$ cat config.mk
export PLATFORM = sky130hd
export DESIGN_NAME = sap2_core
export DESIGN_NICKNAME = d
export VERILOG_FILES = /design/src/rtl/sap2_pkg.sv /design/src/rtl/sap2_ram.sv /design/src/rtl/sap2_core.sv
export SDC_FILE = /design/constraint.sdc
export NUM_CORES = 1
export LEC_CHECK = 0
export CORE_ASPECT_RATIO = 0.8
export CORE_MARGIN = 1.5
export CORE_UTILIZATION = 45
export CTS_BUF_LIST = sky130_fd_sc_hd__clkbuf_8
export DETAILED_ROUTE_END_ITERATION = 10
export PLACE_DENSITY = 0.69
export SYNTH_ARGS = -nofsm -noshare
export SYNTH_HDL_FRONTEND = slang
export SYNTH_SLANG_ARGS = --single-unit
$ cat constraint.sdc
create_clock -name clk -period 3.95 [get_ports clk]
set_clock_uncertainty 0.1 [all_clocks]
set_input_delay 0.395 -clock clk [delete_from_list [all_inputs] [get_ports clk]]
set_output_delay 0.395 -clock clk [all_outputs]
set_load 0.02 [all_outputs]
$ cat src/rtl/sap2_pkg.sv
// sap2_pkg: opcodes, microsequencer state encoding and instruction field positions.
package sap2_pkg;

    localparam logic [3:0] OP_NOP = 4'h0;
    localparam logic [3:0] OP_LDA = 4'h1;
    localparam logic [3:0] OP_ADD = 4'h2;
    localparam logic [3:0] OP_SUB = 4'h3;
    localparam logic [3:0] OP_STA = 4'h4;
    localparam logic [3:0] OP_LDI = 4'h5;
    localparam logic [3:0] OP_JMP = 4'h6;
    localparam logic [3:0] OP_JC  = 4'h7;
    localparam logic [3:0] OP_JZ  = 4'h8;
    localparam logic [3:0] OP_OUT = 4'hE;
    localparam logic [3:0] OP_HLT = 4'hF;

    typedef enum logic [2:0] {
        S_IDLE,
        S_FETCH_A,
        S_FETCH_B,
        S_EXEC1,
        S_EXEC2,
        S_EXEC3,
        S_HALT
    } state_t;

    // Opcode occupies the top nibble; the immediate is everything below it.
    function automatic int opc_lsb(input int data_w);
        return data_w - 4;
    endfunction

    function automatic int imm_msb(input int data_w);
        return data_w - 5;
    endfunction

endpackage

$ cat src/rtl/sap2_ram.sv
// sap2_ram: program/data store, combinational read port and synchronous write port.
import sap2_pkg::*;

module sap2_ram #(
    parameter int DATA_W = 8,
    parameter int ADDR_W = 4
) (
    input  logic              clk,
    input  logic              we,
    input  logic [ADDR_W-1:0] wa,
    input  logic [DATA_W-1:0] wd,
    input  logic [ADDR_W-1:0] ra,
    output logic [DATA_W-1:0] rd
);
    logic [DATA_W-1:0] mem [2**ADDR_W];

    // Contents are deliberately not reset so a loaded program survives clr.
    always_ff @(posedge clk) begin
        if (we) mem[wa] <= wd;
    end

    assign rd = mem[ra];

endmodule

$ cat src/rtl/sap2_core.sv
// sap2_core: parametrised SAP-class CPU with internal RAM, host load port and microsequencer.
// Carry/zero flags and conditional jumps are built only when SAP2_FLAGS_EN is defined.
import sap2_pkg::*;

module sap2_core #(
    parameter int DATA_W = 8,
    parameter int ADDR_W = 4
) (
    input  logic              clk,
    input  logic              clr,
    input  logic              run,
    input  logic              prog_we,
    input  logic [ADDR_W-1:0] prog_addr,
    input  logic [DATA_W-1:0] prog_data,
    output logic [DATA_W-1:0] out,
    output logic              out_valid,
    output logic              halted,
    output logic              carry,
    output logic              zero
);
    localparam int OPC_LSB = opc_lsb(DATA_W);
    localparam int IMM_MSB = imm_msb(DATA_W);

    state_t            state, state_n;
    logic [ADDR_W-1:0] pc, mar;
    logic [DATA_W-1:0] ir, acc, b_reg, out_r;
    logic [DATA_W-1:0] ram_rd, ram_wd, b_op, sum, imm;
    logic [ADDR_W-1:0] ram_wa, oprnd;
    logic [3:0]        opc;
    logic              ram_we, is_sub, take_jmp, mem_op;

    assign opc    = ir[DATA_W-1:OPC_LSB];
    assign oprnd  = ir[ADDR_W-1:0];
    assign imm    = DATA_W'(ir[IMM_MSB:0]);
    assign mem_op = (opc == OP_LDA) || (opc == OP_ADD) || (opc == OP_SUB) || (opc == OP_STA);
    assign is_sub = (opc == OP_SUB);
    assign b_op   = is_sub ? ~b_reg : b_reg;

`ifdef SAP2_FLAGS_EN
    logic sum_co, carry_r, zero_r;

    assign {sum_co, sum} = {1'b0, acc} + {1'b0, b_op} + {{DATA_W{1'b0}}, is_sub};

    always_ff @(posedge clk or negedge clr) begin
        if (!clr) begin
            carry_r <= 1'b0;
            zero_r  <= 1'b0;
        end else if (state == S_EXEC3 && run) begin
            carry_r <= sum_co;
            zero_r  <= (sum == '0);
        end
    end

    assign carry = carry_r;
    assign zero  = zero_r;
`else
    assign sum   = acc + b_op + DATA_W'(is_sub);
    assign carry = 1'b0;
    assign zero  = 1'b0;
`endif

    // With flags tied low JC/JZ never branch, so they fall through as NOPs.
    always_comb begin
        take_jmp = 1'b0;
        case (opc)
            OP_JMP:  take_jmp = 1'b1;
            OP_JC:   take_jmp = carry;
            OP_JZ:   take_jmp = zero;
            default: take_jmp = 1'b0;
        endcase
    end

    always_ff @(posedge clk or negedge clr) begin
        if (!clr) state <= S_IDLE;
        else      state <= state_n;
    end

    always_comb begin
        state_n = state;
        case (state)
            S_IDLE:    if (run) state_n = S_FETCH_A;
            S_FETCH_A: state_n = S_FETCH_B;
            S_FETCH_B: state_n = S_EXEC1;
            S_EXEC1: begin
                if (mem_op)               state_n = S_EXEC2;
                else if (opc == OP_HLT)   state_n = S_HALT;
                else                      state_n = S_FETCH_A;
            end
            S_EXEC2:   state_n = (opc == OP_ADD || opc == OP_SUB) ? S_EXEC3 : S_FETCH_A;
            S_EXEC3:   state_n = S_FETCH_A;
            S_HALT:    if (!run) state_n = S_IDLE;
            default:   state_n = S_IDLE;
        endcase
        if (!run && state != S_HALT) state_n = S_IDLE;
    end

    // Datapath updates are gated by run so an abandoned instruction leaves no trace.
    always_ff @(posedge clk or negedge clr) begin
        if (!clr) begin
            pc        <= '0;
            mar       <= '0;
            ir        <= '0;
            acc       <= '0;
            b_reg     <= '0;
            out_r     <= '0;
            out_valid <= 1'b0;
        end else begin
            out_valid <= 1'b0;
            case (state)
                S_IDLE: begin
                    pc    <= '0;
                    mar   <= '0;
                    ir    <= '0;
                    acc   <= '0;
                    b_reg <= '0;
                end
                S_FETCH_A: if (run) mar <= pc;
                S_FETCH_B: if (run) begin
                    ir <= ram_rd;
                    pc <= pc + ADDR_W'(1);
                end
                S_EXEC1: if (run) begin
                    if (mem_op) mar <= oprnd;
                    case (opc)
                        OP_LDI: acc <= imm;
                        OP_JMP, OP_JC, OP_JZ: if (take_jmp) pc <= oprnd;
                        OP_OUT: begin
                            out_r     <= acc;
                            out_valid <= 1'b1;
                        end
                        default: ;
                    endcase
                end
                S_EXEC2: if (run) begin
                    if (opc == OP_LDA) acc <= ram_rd;
                    if (opc == OP_ADD || opc == OP_SUB) b_reg <= ram_rd;
                end
                S_EXEC3: if (run) acc <= sum;
                default: ;
            endcase
        end
    end

    // Host loads own the write port while stopped; STA owns it in EXEC2.
    always_comb begin
        ram_we = 1'b0;
        ram_wa = prog_addr;
        ram_wd = prog_data;
        if (state == S_IDLE || state == S_HALT) begin
            ram_we = prog_we;
        end else if (state == S_EXEC2 && opc == OP_STA && run) begin
            ram_we = 1'b1;
            ram_wa = mar;
            ram_wd = acc;
        end
    end

    sap2_ram #(.DATA_W(DATA_W), .ADDR_W(ADDR_W)) u_ram (
        .clk (clk),
        .we  (ram_we),
        .wa  (ram_wa),
        .wd  (ram_wd),
        .ra  (mar),
        .rd  (ram_rd)
    );

    assign out    = out_r;
    assign halted = (state == S_HALT);

endmodule

==> qor.yml <==
routing:
  wire_per_inst_um: 23.28
  first_pass_iters: 5
  viasPerCell: 5.956
  wl_um: 17550
  drcViolationCount: 0
  ant_nets: 0
  via_count: 4491
  drt_iter0_drc: 458
logic_synthesis:
  yosysSeqAreaShare_pct: 64.35
  syn_avg_cell_area_um2: 15.62
  syn_area_um2: 7684
  ys_warn_count: 0
  syn_inst: 492
  postSynth.asyncResetShare_pct: 25.58
  ys.flop_type: "edfxtp_1"
  synth_edf_count: 128
  ys_types: 58
  yosys.area.top_type: "edfxtp_1"
  yosys-top-cells-area: "edfxtp_1 (50%), dfrtp_1 (14%), mux4_2 (11%)"
  ys_ff_latch: 172
  yosysTopAreaCellShare_pct: 50.02
place:
  place_ws_ns: 0.7604
  gp_congestion: 0.8928
  place_hpwl_um: 11770
  dp_cells: 722
  io_buffers: 25
clock_tree:
  cts_sinks: 172
  cts_buffers: 17
  cts.clk_slew.worst_paths_ns: 0.10
  cts_buffer_depth: 2
  cts-resized-gates: 0
  holdBufCountCts: 0
  cts_tree: "built"
  cts-root-buf: "clkbuf_8"
  cts_max_level: 4
  clkLatencyLatePin_ns: 0.48
  post_cts_buffers: 0
layout:
  nets: 546
  layoutNonFillerInstCount: 754
  final_common_cell: "edfxtp_1"
  layout_common_cells: "edfxtp_1 (128), dfrtp_1 (43), nand2_1 (39)"
  syn2layout_area_growth_pct: 11.14
  largest_register: "u_ram.mem"
  largest_register_ffs: 128
  antenna_cells: 0
  drive_above_1_share_pct: 20.04
timing:
  final.setup.tns_ns: 0
  slew_headroom_pct: 30.80
  worst_slew_pin_slew_ns: 1.038
  finalMaxSlewViolations: 0
  rsz0062_at_grt: "no"
  finalCriticalPeriod_ns: 3.242
  setup_violations: 0
  finalCritPeriodShare_pct: 82.08
  hold_viol_final: 0
  hold_ws_ns: 0.002517
  worst_slack_ns: 0.7079
  max_freq_ghz: 0.3084
global_routing:
  antenna_found_initial: 0
  grt_usage_pct: 20.87
  grt_pass1_vias: 4308
  grt_remaining_overflow: 0
  grt_max_degree: 45
  grt_pass1_wl_um: 26570
critical_path:
  crit_family: "compound AO/OA/AOI/OAI gates"
  rrSetupSlack_ns: 0.71
  critPathMostFrequentCell: "o21ai_1"
  crit_path_max_incr_delay_ns: 0.59
  worstPathRequired_ns: 4.21
  startpoint_type: "flip-flop"
  crit_path_cell_trace: "nor4bb_2 -> xor2_1 -> ha_1 -> and4_1 -> a211oi_1 -> o21ai_1 -> o31ai_1 -> xnor2_1 -> o21ai_1"
  reg2reg_depth: 9
  path_max_fanout: 12
  cpMaxStageDelayCell: "nor4bb_2"
  critical_path_class: "flip-flop to flip-flop"
  path_buf_inv: 0
  cp-end-kind: "flip-flop"
  crit_arrival_ns: 3.50
  reg2reg_from: "ir[4]"
  r2r_end: "acc[7]"
die:
  die_w_um: 149.1
  dieArea_um2: 17870
  core_area_um2: 16610
  io_pins: 28
  initial_core_util_pct: 46.27
  dieHeight_um: 119.9
  rows: 42
power_and_ir_drop:
  cellLeakagePower_nw: 3.066
  ir_drop_uv: 304.7
  p_total_w: 0.003713
  powerDensity_nw_per_um2: 434.8
run_status:
  status: "completed"
flow_run:
  drv_cap: 0
min_path:
  min_path_type: "input port to asynchronous set/reset pin"
## area by class of cell
cell class | instances | area, µm²
Multi-Input combinational cell | 286 | 2577
Tap cell | 220 | 275.3
Inverter | 8 | 30.03
Sequential cell | 172 | 4946
Timing Repair Buffer | 36 | 327.8
Clock buffer | 17 | 234.0
Clock inverter | 15 | 148.9
Fill cell | 1423 | 8066
## cells in the mapped netlist (2+ instances only)
| cell | number |
|---|---|
| edfxtp_1 | 128 |
| dfrtp_1 | 44 |
| nand2_1 | 39 |
| mux4_2 | 37 |
| nor2_1 | 35 |
| mux2_2 | 20 |
| clkbuf_1 | 16 |
| a22o_1 | 12 |
| xor2_1 | 12 |
| a21oi_1 | 11 |
| o21ai_0 | 9 |
| ha_1 | 8 |
| inv_1 | 8 |
| nor2b_1 | 7 |
| o21ai_1 | 7 |
| a221o_1 | 5 |
| a31oi_1 | 5 |
| and3_1 | 5 |
| buf_2 | 5 |
| mux2i_1 | 5 |
| nand2b_1 | 5 |
| nor3b_1 | 5 |
| o211ai_1 | 5 |
| a21o_1 | 4 |
| a211oi_1 | 3 |
| a222oi_1 | 3 |
| and2_1 | 3 |
| and3b_1 | 3 |
| nand3_1 | 3 |
| nor3_1 | 3 |
| xnor2_1 | 3 |
| a22oi_1 | 2 |
| a32oi_1 | 2 |
| buf_4 | 2 |
| buf_6 | 2 |
| mux4_1 | 2 |
| nand3b_1 | 2 |
| o31ai_1 | 2 |
## power breakdown
group	internal (W)	leakage, nW	switching (W)
Clock	0.000521	0.201	0.000698
Sequential	0.00198	1.76	0.0000397
Combinational	0.000199	1.11	0.000278
Total	0.00270	3.07	0.00102
## cell families (layout without fill, tap and decap cells)
| family | count (synthesis) | in the layout | share of synthesized area [%] |
|---|---|---|---|
| xor+xnor | 15 | 15 | 1.710 |
| other cells | 1 | 2 | 0.04881 |
| compound gates | 76 | 76 | 7.084 |
| buf+inv | 35 | 76 | 2.231 |
| fa+ha+maj | 9 | 9 | 1.563 |
| simple gates | 119 | 119 | 7.751 |
| flops | 172 | 172 | 64.35 |
| mux | 65 | 65 | 15.26 |
## routing by layer
layer  global-route usage [%]  wire length (µm)  vias to the layer above
met5                        0                 0                        -
met4                    5.260               143                        0
met3                    5.209              1373                       11
met2                    30.32              8068                      194
met1                    31.54              7965                     2317
li1                         -                 -                     1969
## worst max-delay path by stage
stage           from              end  slack, ns  cells past startpoint
2_1_floorplan  ir[5]           acc[7]       1.12                     11
3_3_place_gp     run  u_ram.mem[3][5]       0.81                      6
3_5_place_dp     run  u_ram.mem[5][5]       0.76                      7
4_1_cts        ir[4]           acc[7]       0.76                      9
5_1_grt        ir[4]           acc[7]       0.44                      9
6_report       ir[4]           acc[7]       0.71                      9
## metrics by stage
stage / cell area, µm² / util [%]
final: 8539 / 51.42
after global routing: 8539 / 51.42
after CTS: 8539 / 51.42
after detailed placement: 8157 / 49.12
after global placement: 8157 / 49.12
after floorplan: 7687 / -
(Power assumes the default switching activity.)
